==> config.mk <==
export PLATFORM = sky130hd
export DESIGN_NAME = dram_cmd_scheduler_flat
export DESIGN_NICKNAME = d
export VERILOG_FILES = /design/src/rtl/dram_cmd_scheduler_if.sv /design/src/rtl/dram_cmd_scheduler.sv /design/src/flat_wrapper.sv
export SDC_FILE = /design/constraint.sdc
export NUM_CORES = 1
export LEC_CHECK = 0
export CAP_MARGIN = 5
export CELL_PAD_IN_SITES_DETAIL_PLACEMENT = 0
export CELL_PAD_IN_SITES_GLOBAL_PLACEMENT = 1
export CORE_ASPECT_RATIO = 0.8
export CORE_MARGIN = 1.5
export CORE_UTILIZATION = 38
export DETAILED_ROUTE_END_ITERATION = 10
export MAX_ROUTING_LAYER = met4
export PLACE_DENSITY_LB_ADDON = 0.2
export SETUP_SLACK_MARGIN = 0.15
export SYNTH_ARGS = -nofsm -noshare
export SYNTH_HDL_FRONTEND = slang
export SYNTH_SLANG_ARGS = --single-unit
==> constraint.sdc <==
create_clock -name CPU_clock -period 3.6 [get_ports CPU_clock]
set_input_delay 0.36 -clock CPU_clock [delete_from_list [all_inputs] [get_ports CPU_clock]]
set_output_delay 0.36 -clock CPU_clock [all_outputs]
set_load 0.03 [all_outputs]
==> src/rtl/dram_cmd_scheduler_if.sv <==
`default_nettype none
// ============================================================================
//  Module      : dram_cmd_pkg / dram_cmd_if
//  Description : Request record type and the FIFO-side / command-trace bundle
//                shared by the DRAM command scheduler and its environment.
//  Revision    : 1.0 - initial release
// ============================================================================

package dram_cmd_pkg;
    typedef struct packed {
        logic [63:0] CPU_clock_count;
        logic [1:0]  opcode;
        logic [32:0] address;
    } parser_out_struct;
endpackage

interface dram_cmd_if;
    import dram_cmd_pkg::*;

    parser_out_struct fifo_output;
    logic             empty;
    logic             exit_flag;
    logic             cmd_valid;
    logic [1:0]       cmd_type;
    logic [1:0]       cmd_bg;
    logic [1:0]       cmd_bank;
    logic [14:0]      cmd_row;
    logic [9:0]       cmd_col;
    logic [63:0]      cmd_time;
    logic             busy;
    logic             illegal_op;

    // Environment side: owns the FIFO head, observes pops and commands.
    modport master (
        output fifo_output, empty,
        input  exit_flag, cmd_valid, cmd_type, cmd_bg, cmd_bank,
               cmd_row, cmd_col, cmd_time, busy, illegal_op
    );

    // Scheduler side.
    modport slave (
        input  fifo_output, empty,
        output exit_flag, cmd_valid, cmd_type, cmd_bg, cmd_bank,
               cmd_row, cmd_col, cmd_time, busy, illegal_op
    );
endinterface

`default_nettype wire

==> src/rtl/dram_cmd_scheduler.sv <==
`default_nettype none
// ============================================================================
//  Module      : dram_cmd_scheduler
//  Description : Pops one request at a time from the parser FIFO and issues a
//                closed-page ACT / RD|WR / PRE sequence, spaced by timing
//                counters that tick once per DRAM cycle (two CPU cycles).
//  Revision    : 1.0 - initial release
// ============================================================================

module dram_cmd_scheduler #(
    parameter int T_RCD   = 24,
    parameter int T_RAS   = 52,
    parameter int T_CL    = 24,
    parameter int T_CWL   = 20,
    parameter int T_BURST = 4,
    parameter int T_WR    = 20,
    parameter int T_RP    = 24
) (
    input  logic      CPU_clock,
    input  logic      rst,
    dram_cmd_if.slave bus
);
    localparam int             CW     = 8;
    localparam logic [CW-1:0] C_RCD  = CW'(T_RCD);
    localparam logic [CW-1:0] C_RAS  = CW'(T_RAS);
    localparam logic [CW-1:0] C_RP   = CW'(T_RP);
    localparam logic [CW-1:0] C_RDAT = CW'(T_CL + T_BURST);
    localparam logic [CW-1:0] C_WDAT = CW'(T_CWL + T_BURST + T_WR);
    localparam logic [CW-1:0] C_ONE  = CW'(1);

    localparam logic [1:0] CMD_ACT = 2'd0;
    localparam logic [1:0] CMD_RD  = 2'd1;
    localparam logic [1:0] CMD_WR  = 2'd2;
    localparam logic [1:0] CMD_PRE = 2'd3;

    typedef enum logic [1:0] {
        S_IDLE = 2'd0,
        S_ACT  = 2'd1,
        S_RW   = 2'd2,
        S_PRE  = 2'd3
    } state_t;

    state_t        state_q;
    logic          phase_q;
    logic [63:0]   time_q;
    logic [CW-1:0] rp_q, rcd_q, ras_q, dat_q;
    logic [CW-1:0] rp_d, rcd_d, ras_d, dat_d;

    // Latched request coordinates
    logic [14:0]   row_q;
    logic [9:0]    col_q;
    logic [1:0]    bank_q, bg_q;
    logic          wr_q;

    // Registered command trace
    logic          cmd_valid_q;
    logic [1:0]    cmd_type_q, cmd_bg_q, cmd_bank_q;
    logic [14:0]   cmd_row_q;
    logic [9:0]    cmd_col_q;
    logic [63:0]   cmd_time_q;
    logic          illegal_q;

    logic          dram_edge_d;
    logic          pop_d;
    logic [14:0]   row_d;
    logic [9:0]    col_d;
    logic [1:0]    bank_d, bg_d;
    logic [14:0]   act_row_d;
    logic [1:0]    act_bank_d, act_bg_d;

    // Decisions are taken one edge ahead: the cycle being entered is a DRAM
    // edge when the current phase is 0, and the counters tick on that edge.
    always_comb begin
        dram_edge_d = ~phase_q;
        rp_d        = (dram_edge_d && rp_q  != '0) ? rp_q  - C_ONE : rp_q;
        rcd_d       = (dram_edge_d && rcd_q != '0) ? rcd_q - C_ONE : rcd_q;
        ras_d       = (dram_edge_d && ras_q != '0) ? ras_q - C_ONE : ras_q;
        dat_d       = (dram_edge_d && dat_q != '0) ? dat_q - C_ONE : dat_q;
        pop_d       = ~rst && (state_q == S_IDLE) && ~bus.empty;
        row_d       = bus.fifo_output.address[32:18];
        col_d       = {bus.fifo_output.address[17:10], bus.fifo_output.address[5:4]};
        bank_d      = bus.fifo_output.address[9:8];
        bg_d        = bus.fifo_output.address[7:6];
        // ACT straight out of IDLE uses the FIFO head; otherwise the latch.
        act_row_d   = (state_q == S_IDLE) ? row_d  : row_q;
        act_bank_d  = (state_q == S_IDLE) ? bank_d : bank_q;
        act_bg_d    = (state_q == S_IDLE) ? bg_d   : bg_q;
    end

    assign bus.exit_flag  = pop_d;
    assign bus.cmd_valid  = cmd_valid_q;
    assign bus.cmd_type   = cmd_type_q;
    assign bus.cmd_bg     = cmd_bg_q;
    assign bus.cmd_bank   = cmd_bank_q;
    assign bus.cmd_row    = cmd_row_q;
    assign bus.cmd_col    = cmd_col_q;
    assign bus.cmd_time   = cmd_time_q;
    assign bus.busy       = (state_q != S_IDLE);
    assign bus.illegal_op = illegal_q;

    // Request sequencer: pop, ACT, RD/WR, PRE with registered command outputs.
    always_ff @(posedge CPU_clock) begin
        if (rst) begin
            state_q     <= S_IDLE;
            phase_q     <= 1'b0;
            time_q      <= '0;
            rp_q        <= '0;
            rcd_q       <= '0;
            ras_q       <= '0;
            dat_q       <= '0;
            row_q       <= '0;
            col_q       <= '0;
            bank_q      <= '0;
            bg_q        <= '0;
            wr_q        <= 1'b0;
            cmd_valid_q <= 1'b0;
            cmd_type_q  <= '0;
            cmd_bg_q    <= '0;
            cmd_bank_q  <= '0;
            cmd_row_q   <= '0;
            cmd_col_q   <= '0;
            cmd_time_q  <= '0;
            illegal_q   <= 1'b0;
        end else begin
            phase_q     <= ~phase_q;
            time_q      <= time_q + 64'd1;
            rp_q        <= rp_d;
            rcd_q       <= rcd_d;
            ras_q       <= ras_d;
            dat_q       <= dat_d;
            cmd_valid_q <= 1'b0;
            cmd_type_q  <= '0;
            cmd_bg_q    <= '0;
            cmd_bank_q  <= '0;
            cmd_row_q   <= '0;
            cmd_col_q   <= '0;
            cmd_time_q  <= '0;
            illegal_q   <= 1'b0;

            case (state_q)
                S_IDLE, S_ACT: begin
                    if (state_q == S_IDLE && pop_d) begin
                        row_q  <= row_d;
                        col_q  <= col_d;
                        bank_q <= bank_d;
                        bg_q   <= bg_d;
                        wr_q   <= (bus.fifo_output.opcode == 2'd1);
                    end
                    if (state_q == S_IDLE && pop_d && bus.fifo_output.opcode == 2'd3) begin
                        illegal_q <= 1'b1;
                    end else if (state_q == S_ACT || pop_d) begin
                        // ACT is held until the DRAM edge where RP has expired.
                        if (dram_edge_d && rp_d == '0) begin
                            cmd_valid_q <= 1'b1;
                            cmd_type_q  <= CMD_ACT;
                            cmd_bg_q    <= act_bg_d;
                            cmd_bank_q  <= act_bank_d;
                            cmd_row_q   <= act_row_d;
                            cmd_time_q  <= time_q + 64'd1;
                            ras_q       <= C_RAS;
                            rcd_q       <= C_RCD;
                            state_q     <= S_RW;
                        end else begin
                            state_q     <= S_ACT;
                        end
                    end
                end
                S_RW: begin
                    if (dram_edge_d && rcd_d == '0) begin
                        cmd_valid_q <= 1'b1;
                        cmd_type_q  <= wr_q ? CMD_WR : CMD_RD;
                        cmd_bg_q    <= bg_q;
                        cmd_bank_q  <= bank_q;
                        cmd_col_q   <= col_q;
                        cmd_time_q  <= time_q + 64'd1;
                        dat_q       <= wr_q ? C_WDAT : C_RDAT;
                        state_q     <= S_PRE;
                    end
                end
                S_PRE: begin
                    if (dram_edge_d && ras_d == '0 && dat_d == '0) begin
                        cmd_valid_q <= 1'b1;
                        cmd_type_q  <= CMD_PRE;
                        cmd_bg_q    <= bg_q;
                        cmd_bank_q  <= bank_q;
                        cmd_time_q  <= time_q + 64'd1;
                        rp_q        <= C_RP;
                        state_q     <= S_IDLE;
                    end
                end
                default: state_q <= S_IDLE;
            endcase
        end
    end

endmodule

`default_nettype wire
==> src/flat_wrapper.sv <==
// flat-port wrapper written by rule: the top's interface ports become plain ports
module dram_cmd_scheduler_flat 
#(
    parameter int T_RCD   = 24,
    parameter int T_RAS   = 52,
    parameter int T_CL    = 24,
    parameter int T_CWL   = 20,
    parameter int T_BURST = 4,
    parameter int T_WR    = 20,
    parameter int T_RP    = 24
)
  (CPU_clock, rst, bus_fifo_output, bus_empty, bus_exit_flag, bus_cmd_valid, bus_cmd_type, bus_cmd_bg, bus_cmd_bank, bus_cmd_row, bus_cmd_col, bus_cmd_time, bus_busy, bus_illegal_op);
  dram_cmd_if bus_i ();
  input  logic CPU_clock;
  input  logic rst;
  input wire logic [$bits(bus_i.fifo_output)-1:0] bus_fifo_output;
  input wire logic [$bits(bus_i.empty)-1:0] bus_empty;
  output wire logic [$bits(bus_i.exit_flag)-1:0] bus_exit_flag;
  output wire logic [$bits(bus_i.cmd_valid)-1:0] bus_cmd_valid;
  output wire logic [$bits(bus_i.cmd_type)-1:0] bus_cmd_type;
  output wire logic [$bits(bus_i.cmd_bg)-1:0] bus_cmd_bg;
  output wire logic [$bits(bus_i.cmd_bank)-1:0] bus_cmd_bank;
  output wire logic [$bits(bus_i.cmd_row)-1:0] bus_cmd_row;
  output wire logic [$bits(bus_i.cmd_col)-1:0] bus_cmd_col;
  output wire logic [$bits(bus_i.cmd_time)-1:0] bus_cmd_time;
  output wire logic [$bits(bus_i.busy)-1:0] bus_busy;
  output wire logic [$bits(bus_i.illegal_op)-1:0] bus_illegal_op;
  assign bus_i.fifo_output = bus_fifo_output;
  assign bus_i.empty = bus_empty;
  assign bus_exit_flag = bus_i.exit_flag;
  assign bus_cmd_valid = bus_i.cmd_valid;
  assign bus_cmd_type = bus_i.cmd_type;
  assign bus_cmd_bg = bus_i.cmd_bg;
  assign bus_cmd_bank = bus_i.cmd_bank;
  assign bus_cmd_row = bus_i.cmd_row;
  assign bus_cmd_col = bus_i.cmd_col;
  assign bus_cmd_time = bus_i.cmd_time;
  assign bus_busy = bus_i.busy;
  assign bus_illegal_op = bus_i.illegal_op;
  dram_cmd_scheduler #(.T_RCD(T_RCD), .T_RAS(T_RAS), .T_CL(T_CL), .T_CWL(T_CWL), .T_BURST(T_BURST), .T_WR(T_WR), .T_RP(T_RP)) u_core (.CPU_clock(CPU_clock), .rst(rst), .bus(bus_i));
endmodule
* Word level (Yosys, flattened, before mapping)
Index checks and enable logic that the tools add are counted.
** Word-level totals
- Flip-flop bits (word level) :: 226
- Latch bits :: 0
- Memory bits (writable) :: 0
- Memory bits (read-only) :: 0
- Input port bits :: 102
- Output and inout port bits :: 99
- Word-level logic and storage cells :: 126
- Memories kept :: 0
** Operators by class
- Add/sub/neg operators :: 5
- Multipliers :: 0
- Div/mod/pow operators :: 0
- Magnitude comparators :: 0
- Equality and inequality tests :: 9
- Shift operators :: 0
- Multiplexer cells :: 55
- Bitwise logic cells :: 8
- Reduce and logical (&&, ||, !) cells :: 29
** Operators by type and width (count)
- $mux W64 :: 5
- $pmux W64 S3 :: 1
- $mux W8 :: 16
- $add A64 B1 Y64 const B :: 1
- $mux W2 :: 20
- $logic_not A8 Y1 :: 4
- $reduce_bool A8 Y1 :: 4
- $sub A8 B1 Y8 const B :: 4
- $pmux W2 S3 :: 4
- $mux W15 :: 1
- $logic_and A1 B1 Y1 :: 12
- $not A1 Y1 :: 8
- $eq A2 B2 Y1 const B :: 3
- $mux W1 :: 6
- $mux W6 :: 1
- $ne A2 B1 Y1 const B :: 3
- $reduce_or A5 Y1 :: 1
- $eq A2 B1 Y1 const B :: 2
- $reduce_and A4 Y1 :: 1
- $reduce_or A2 Y1 :: 2
- $pmux W1 S3 :: 1
- $reduce_or A3 Y1 :: 1
- $logic_not A2 Y1 :: 1
- $ne A2 B2 Y1 const B :: 1
- 3 further kinds :: 3

* Logic depth before layout (Yosys ltp)
- Depth in word-level cells :: 9
- Mapped depth :: 12
- Depth with buffers taken out :: 9

* Least setup slack after synthesis
No wires, ideal clock.
- Path kind :: register to register
- Start point :: reg u_core.rp_q[0]
- End point :: reg u_core.ras_q[0]
- Library setup time :: 0.128 ns
- Data arrival time :: 2.859 ns
- Data required time :: 3.472 ns
- Path slack :: 0.613 ns
- Cell stages (with the launch flop) :: 12
- Path buffers :: 2
- Period minus slack after synthesis :: 2.987 ns
- Path through :: dfxtp_1 > inv_1 > ha_1 > or3b_2 > or4_1 > o211ai_1 > a2bb2oi_1 > or4_1 > clkbuf_1 > nand2b_1 > clkbuf_1 > nor2_1
** On the way
- Word-level cells in the longest chain between the ends :: 9
- Elaborated cells between the ends (all ways) :: 10
- Classes of those cells :: add/sub: 1; mux: 5; reduce/logical: 4
** RTL lines
- start, declared :: RTL line dram_cmd_scheduler.sv:46 : logic [CW-1:0] rp_q, rcd_q, ras_q, dat_q;
- start signal, assigned :: RTL line dram_cmd_scheduler.sv:127 : rp_q <= rp_d;
- parallel branches: the longest is 2 deep, another holds $sub A8 B1 Y8
- $mux W8 * :: RTL line dram_cmd_scheduler.sv:75 : rp_d = (dram_edge_d && rp_q != '0) ? rp_q - C_ONE : rp_q;
- $logic_not A8 Y1 * :: RTL line dram_cmd_scheduler.sv:153 : if (dram_edge_d && rp_d == '0) begin
- $logic_and A1 B1 Y1 * :: RTL line dram_cmd_scheduler.sv:153
- $mux W8 * :: RTL line dram_cmd_scheduler.sv:153
- $mux W8 * :: RTL line dram_cmd_scheduler.sv:151 : end else if (state_q == S_ACT || pop_d) begin
- $mux W8 * :: RTL line dram_cmd_scheduler.sv:149 : if (state_q == S_IDLE && pop_d && bus.fifo_output.opcode == 2'd3) begin
- $mux W8 * :: RTL line dram_cmd_scheduler.sv:140 : case (state_q)
- end signal, assigned :: RTL line dram_cmd_scheduler.sv:129 : ras_q <= ras_d;
- end, declared :: RTL line dram_cmd_scheduler.sv:46
Mark *: on every way between the ends.
A chain may end at the register's enable or synchronous reset.

* Worst setup path after layout
- Start point :: reg u_core.rp_q[0]
- End point :: reg u_core.cmd_time_q[49] (netlist: u_core.bus.cmd_time[49])
** On the way
- Word-level cells in the longest chain between the ends :: 9
- Elaborated cells between the ends (all ways) :: 10
- Classes of those cells :: add/sub: 1; mux: 5; reduce/logical: 4
** RTL lines
- parallel branches: the longest is 2 deep, another holds $sub A8 B1 Y8
- $mux W8 * :: RTL line dram_cmd_scheduler.sv:75
- $logic_not A8 Y1 * :: RTL line dram_cmd_scheduler.sv:153
- $logic_and A1 B1 Y1 * :: RTL line dram_cmd_scheduler.sv:153
- $mux W64 * :: RTL line dram_cmd_scheduler.sv:153
- $mux W64 * :: RTL line dram_cmd_scheduler.sv:151
- $mux W64 * :: RTL line dram_cmd_scheduler.sv:149
- $pmux W64 S3 * :: RTL line dram_cmd_scheduler.sv:140
- end signal, assigned :: RTL line dram_cmd_scheduler.sv:159 : cmd_time_q <= time_q + 64'd1;
- end signal, assigned :: RTL line dram_cmd_scheduler.sv:175 : cmd_time_q <= time_q + 64'd1;
- end signal, assigned :: RTL line dram_cmd_scheduler.sv:186 : cmd_time_q <= time_q + 64'd1;
- end, declared :: RTL line dram_cmd_scheduler.sv:60 : logic [63:0] cmd_time_q;
Marks and branches as above.

==> flow_metrics.py <==
metrics = {
    "timing": {
        "fin_tns_setup_ns": 0,
        "hold_violations": 0,
        "finalSetupViolCount": 0,
        "min_period_over_period_pct": 91.1,
        "rsz0062_at_grt": "false",
        "period_minus_slack_ns": 3.28,
        "whs_ns": 0.398,
        "tightest_slew_ns": 0.916,
        "timing.fmax_ghz": 0.305,
        "slew_viol_final": 0,
        "clock_skew_ns": 0.0156,
        "slew_headroom_pct": 38.9,
    },
    "global_routing": {
        "overflow": 0,
        "grt_util_all_layers_pct": 16.5,
        "antenna_found_initial": 0,
        "grt_pass1_wl_mm": 32.9,
        "grt_start_max_net_pins": 189,
        "grt_pass1_vias": 6531,
    },
    "pwr": {
        "vdd_drop_max_mv": 0.452,
        "p_total_mw": 7.05,
        "p_per_area_nw_per_um2": 614,
        "power_leakage_nw": 4.01,
    },
    "synthesis": {
        "syn_area_um2": 8940,
        "ys_seq_area_share_pct": 50.6,
        "synth_cell_types": 50,
        "synth_edf_count": 0,
        "yosys_warnings": 0,
        "ys.flop_type": "dfxtp_1",
        "synth_nets": 1099,
        "netlist_instances": 992,
        "syn_area_per_cell_um2": 9.01,
        "synthArstFlopShare_pct": 0,
        "ys_ff_latch": 226,
    },
    "setup_path": {
        "end_kind": "register",
        "crit_arrival_ns": 3.72,
        "cp.required_ns": 4.04,
        "crit_fanout": 14,
        "critPathKind": "reg2reg",
        "startpoint_type": "register",
    },
    "placed_design": {
        "portBuffers": 132,
        "routabilityCongestion": 0.807,
        "dp_hpwl_mm": 13.0,
    },
    "floorplan": {
        "die-area_um2": 24500,
        "die_h_um": 140,
        "core_area_um2": 22800,
        "initial_core_util_pct": 39.2,
        "die_w_um": 174,
        "ioPinCount": 201,
        "fp-row-count": 49,
    },
    "layout": {
        "nets": 1229,
        "syn_to_final_growth_pct": 28.4,
        "final_layout_size_suffix_gt1_share_pct": 11.5,
        "num_antenna_cells": 0,
    },
    "drt": {
        "antenna_left": 0,
        "routed-via-count": 7057,
        "drc": 0,
        "dr.pass1.iters": 5,
        "wl_per_cell_um": 13.7,
        "vias_per_cell": 4.88,
        "first_iter_violations": 489,
        "wirelength_mm": 19.8,
    },
    "cts": {
        "cts_hold_buf": 0,
        "cts_setup_buffers": 0,
        "clkSlewWorstSetupHoldPaths_ns": 0.06,
        "htreeDepth": 1,
        "cts.sinks": 226,
        "cts_buffers": 24,
        "insertion_delay_ns": 0.52,
        "cts_root_buf": "clkbuf_16",
        "cts_tree": "yes",
        "ctsResizeCount": 0,
        "max-clock-path-buffers": 3,
    },
    "worst_hold_path": {
        "hp-class": "in2reg",
    },
    "outcome": {
        "status": "finished, final reports clean",
    },
    "job": {
        "drv_cap": 0,
    },
}
==> worst paths after layout <==
check	start	cells past startpoint	slack (ns)	endpoint
setup reg to reg	u_core.rp_q[0]$_SDFF_PP0_	10	0.32	u_core.bus.cmd_time[49]$_SDFF_PP0_
hold / removal	bus_fifo_output[15]	3	0.40	u_core.col_q[7]$_SDFFE_PP0P_
setup / recovery	u_core.rp_q[0]$_SDFF_PP0_	10	0.32	u_core.bus.cmd_time[49]$_SDFF_PP0_
hold reg to reg	u_core.col_q[7]$_SDFFE_PP0P_	1	0.44	u_core.bus.cmd_col[7]$_SDFF_PP0_
==> sequential cells by signal (all words and copies together), names as in the netlist, 8 cells and up <==
signal               count
u_core.bus.cmd_col      10
u_core.col_q            10
u_core.dat_q             8
u_core.bus.cmd_time     64
u_core.bus.cmd_row      15
u_core.row_q            15
u_core.time_q           64
u_core.rp_q              8
u_core.ras_q             8
u_core.rcd_q             8
==> synth_stat cells (2+ instances only) <==
| library cell | number | share of area [%] |
|---|---|---|
| nand3_1 | 34 | 1.9 |
| nand2b_1 | 3 | 0.21 |
| nor4_1 | 5 | 0.35 |
| or3_1 | 4 | 0.28 |
| or3b_2 | 3 | 0.29 |
| nor2_1 | 124 | 5.2 |
| nor2b_1 | 22 | 1.5 |
| xnor2_1 | 42 | 4.1 |
| xor2_1 | 31 | 3.0 |
| o21ai_0 | 10 | 0.56 |
| ha_1 | 5 | 0.70 |
| clkbuf_1 | 43 | 1.8 |
| nand2_1 | 127 | 5.3 |
| mux2_2 | 4 | 0.50 |
| a211oi_1 | 6 | 0.50 |
| or4_1 | 14 | 1.2 |
| o31ai_1 | 3 | 0.25 |
| a21oi_1 | 69 | 3.9 |
| o31a_1 | 2 | 0.20 |
| mux2i_1 | 7 | 0.78 |
| nor3_2 | 49 | 5.5 |
| and3_1 | 8 | 0.56 |
| o2111ai_1 | 2 | 0.20 |
| a32o_1 | 4 | 0.45 |
| buf_2 | 2 | 0.11 |
| a31oi_1 | 6 | 0.42 |
| or4b_2 | 2 | 0.22 |
| nor3b_1 | 6 | 0.50 |
| a22oi_1 | 2 | 0.17 |
| nor3_1 | 40 | 2.2 |
| o211ai_1 | 4 | 0.34 |
| or2_2 | 2 | 0.14 |
| and4_1 | 9 | 0.88 |
| a2111oi_0 | 2 | 0.20 |
| inv_1 | 22 | 0.92 |
| buf_6 | 6 | 0.76 |
| and2_1 | 10 | 0.70 |
| nand4_1 | 21 | 1.5 |
| dfxtp_1 | 226 | 51 |
==> worst max-delay path, stage by stage (launching register included) <==
cell and delay (ns):
dfxtp_1 0.34, inv_1 0.10, ha_1 0.26, or3b_2 0.53
or4_1 0.42, o211ai_1 0.11, a2bb2oi_1 0.10, or4_4 0.64
and3_4 0.31, buf_4 0.22, nor3_2 0.16
==> per-stage QoR <==
step	cells	setup slack [ns]	utilization (%)	cell area, µm²
6_report	1445	0.319	50.3	11500
4_1_cts	1444	0.171	50.2	11500
3_3_place_gp	1401	0.215	46.5	10600
5_1_grt	1445	0.166	50.3	11500
2_1_floorplan	992	0.613	-	8940
3_5_place_dp	1401	0.170	46.5	10600
==> per-layer routing <==
layer  part of all wire (%)  global-route usage, %
met1                     53                   23.9
met2                     41                   23.8
met3                    4.1                   2.96
met4                    1.7                   3.68
met5                      0                      -
==> cell type report <==
| type | count | area (µm²) |
|---|---|---|
| inverter | 23 | 86.3 |
| clock buffer | 33 | 694 |
| sequential | 226 | 4520 |
| tap | 306 | 383 |
| timing repair buffer | 155 | 1520 |
| fill | 2184 | 11300 |
| multi-input combinational | 692 | 4100 |
| clock inverter | 10 | 165 |
==> cells by family (layout without fill, tap and decap cells) <==
logic type                 after synthesis  count (layout)  synth area share, %
AOI/OAI and AO/OA                      116             116                 7.76
DFF                                    226             226                 50.6
buffers and inverters                   75             221                 3.68
adders and majority gates                5               5                0.700
xor gates and xnor gates                73              73                 7.15
muxes                                   11              11                 1.29
and+or+nand+nor                        486             487                 28.8
==> placed cells by master, fill, tap and decap left out, types with 4 or more instances in the layout <==
master           count
dfxtp_1            226
clkdlybuf4s50_1    131
nand2_1            127
nor2_1             123
a21oi_1             69
nor3_2              49
xnor2_1             42
nor3_1              40
nand3_1             34
xor2_1              31
clkbuf_16           24
inv_1               22
nor2b_1             22
nand4_1             21
buf_4               21
or4_1               13
o21ai_0             10
and2_1              10
and4_1               9
and3_1               8
mux2i_1              7
nor3b_1              6
a211oi_1             6
clkbuf_8             6
nor4_1               5
a31oi_1              5
ha_1                 5
or3_1                4
o211ai_1             4
mux2_2               4
a32o_1               4
clkinv_2             4
bufinv_16            4
==> power by group <==
part           switching, mW  total, mW  leakage, nW  internal, mW
clock                  0.996       2.63        0.426          1.64
sequential             0.194       2.86         1.83          2.67
combinational          0.877       1.56         1.75         0.679
Note: power is estimated with default switching activity, not from simulation.
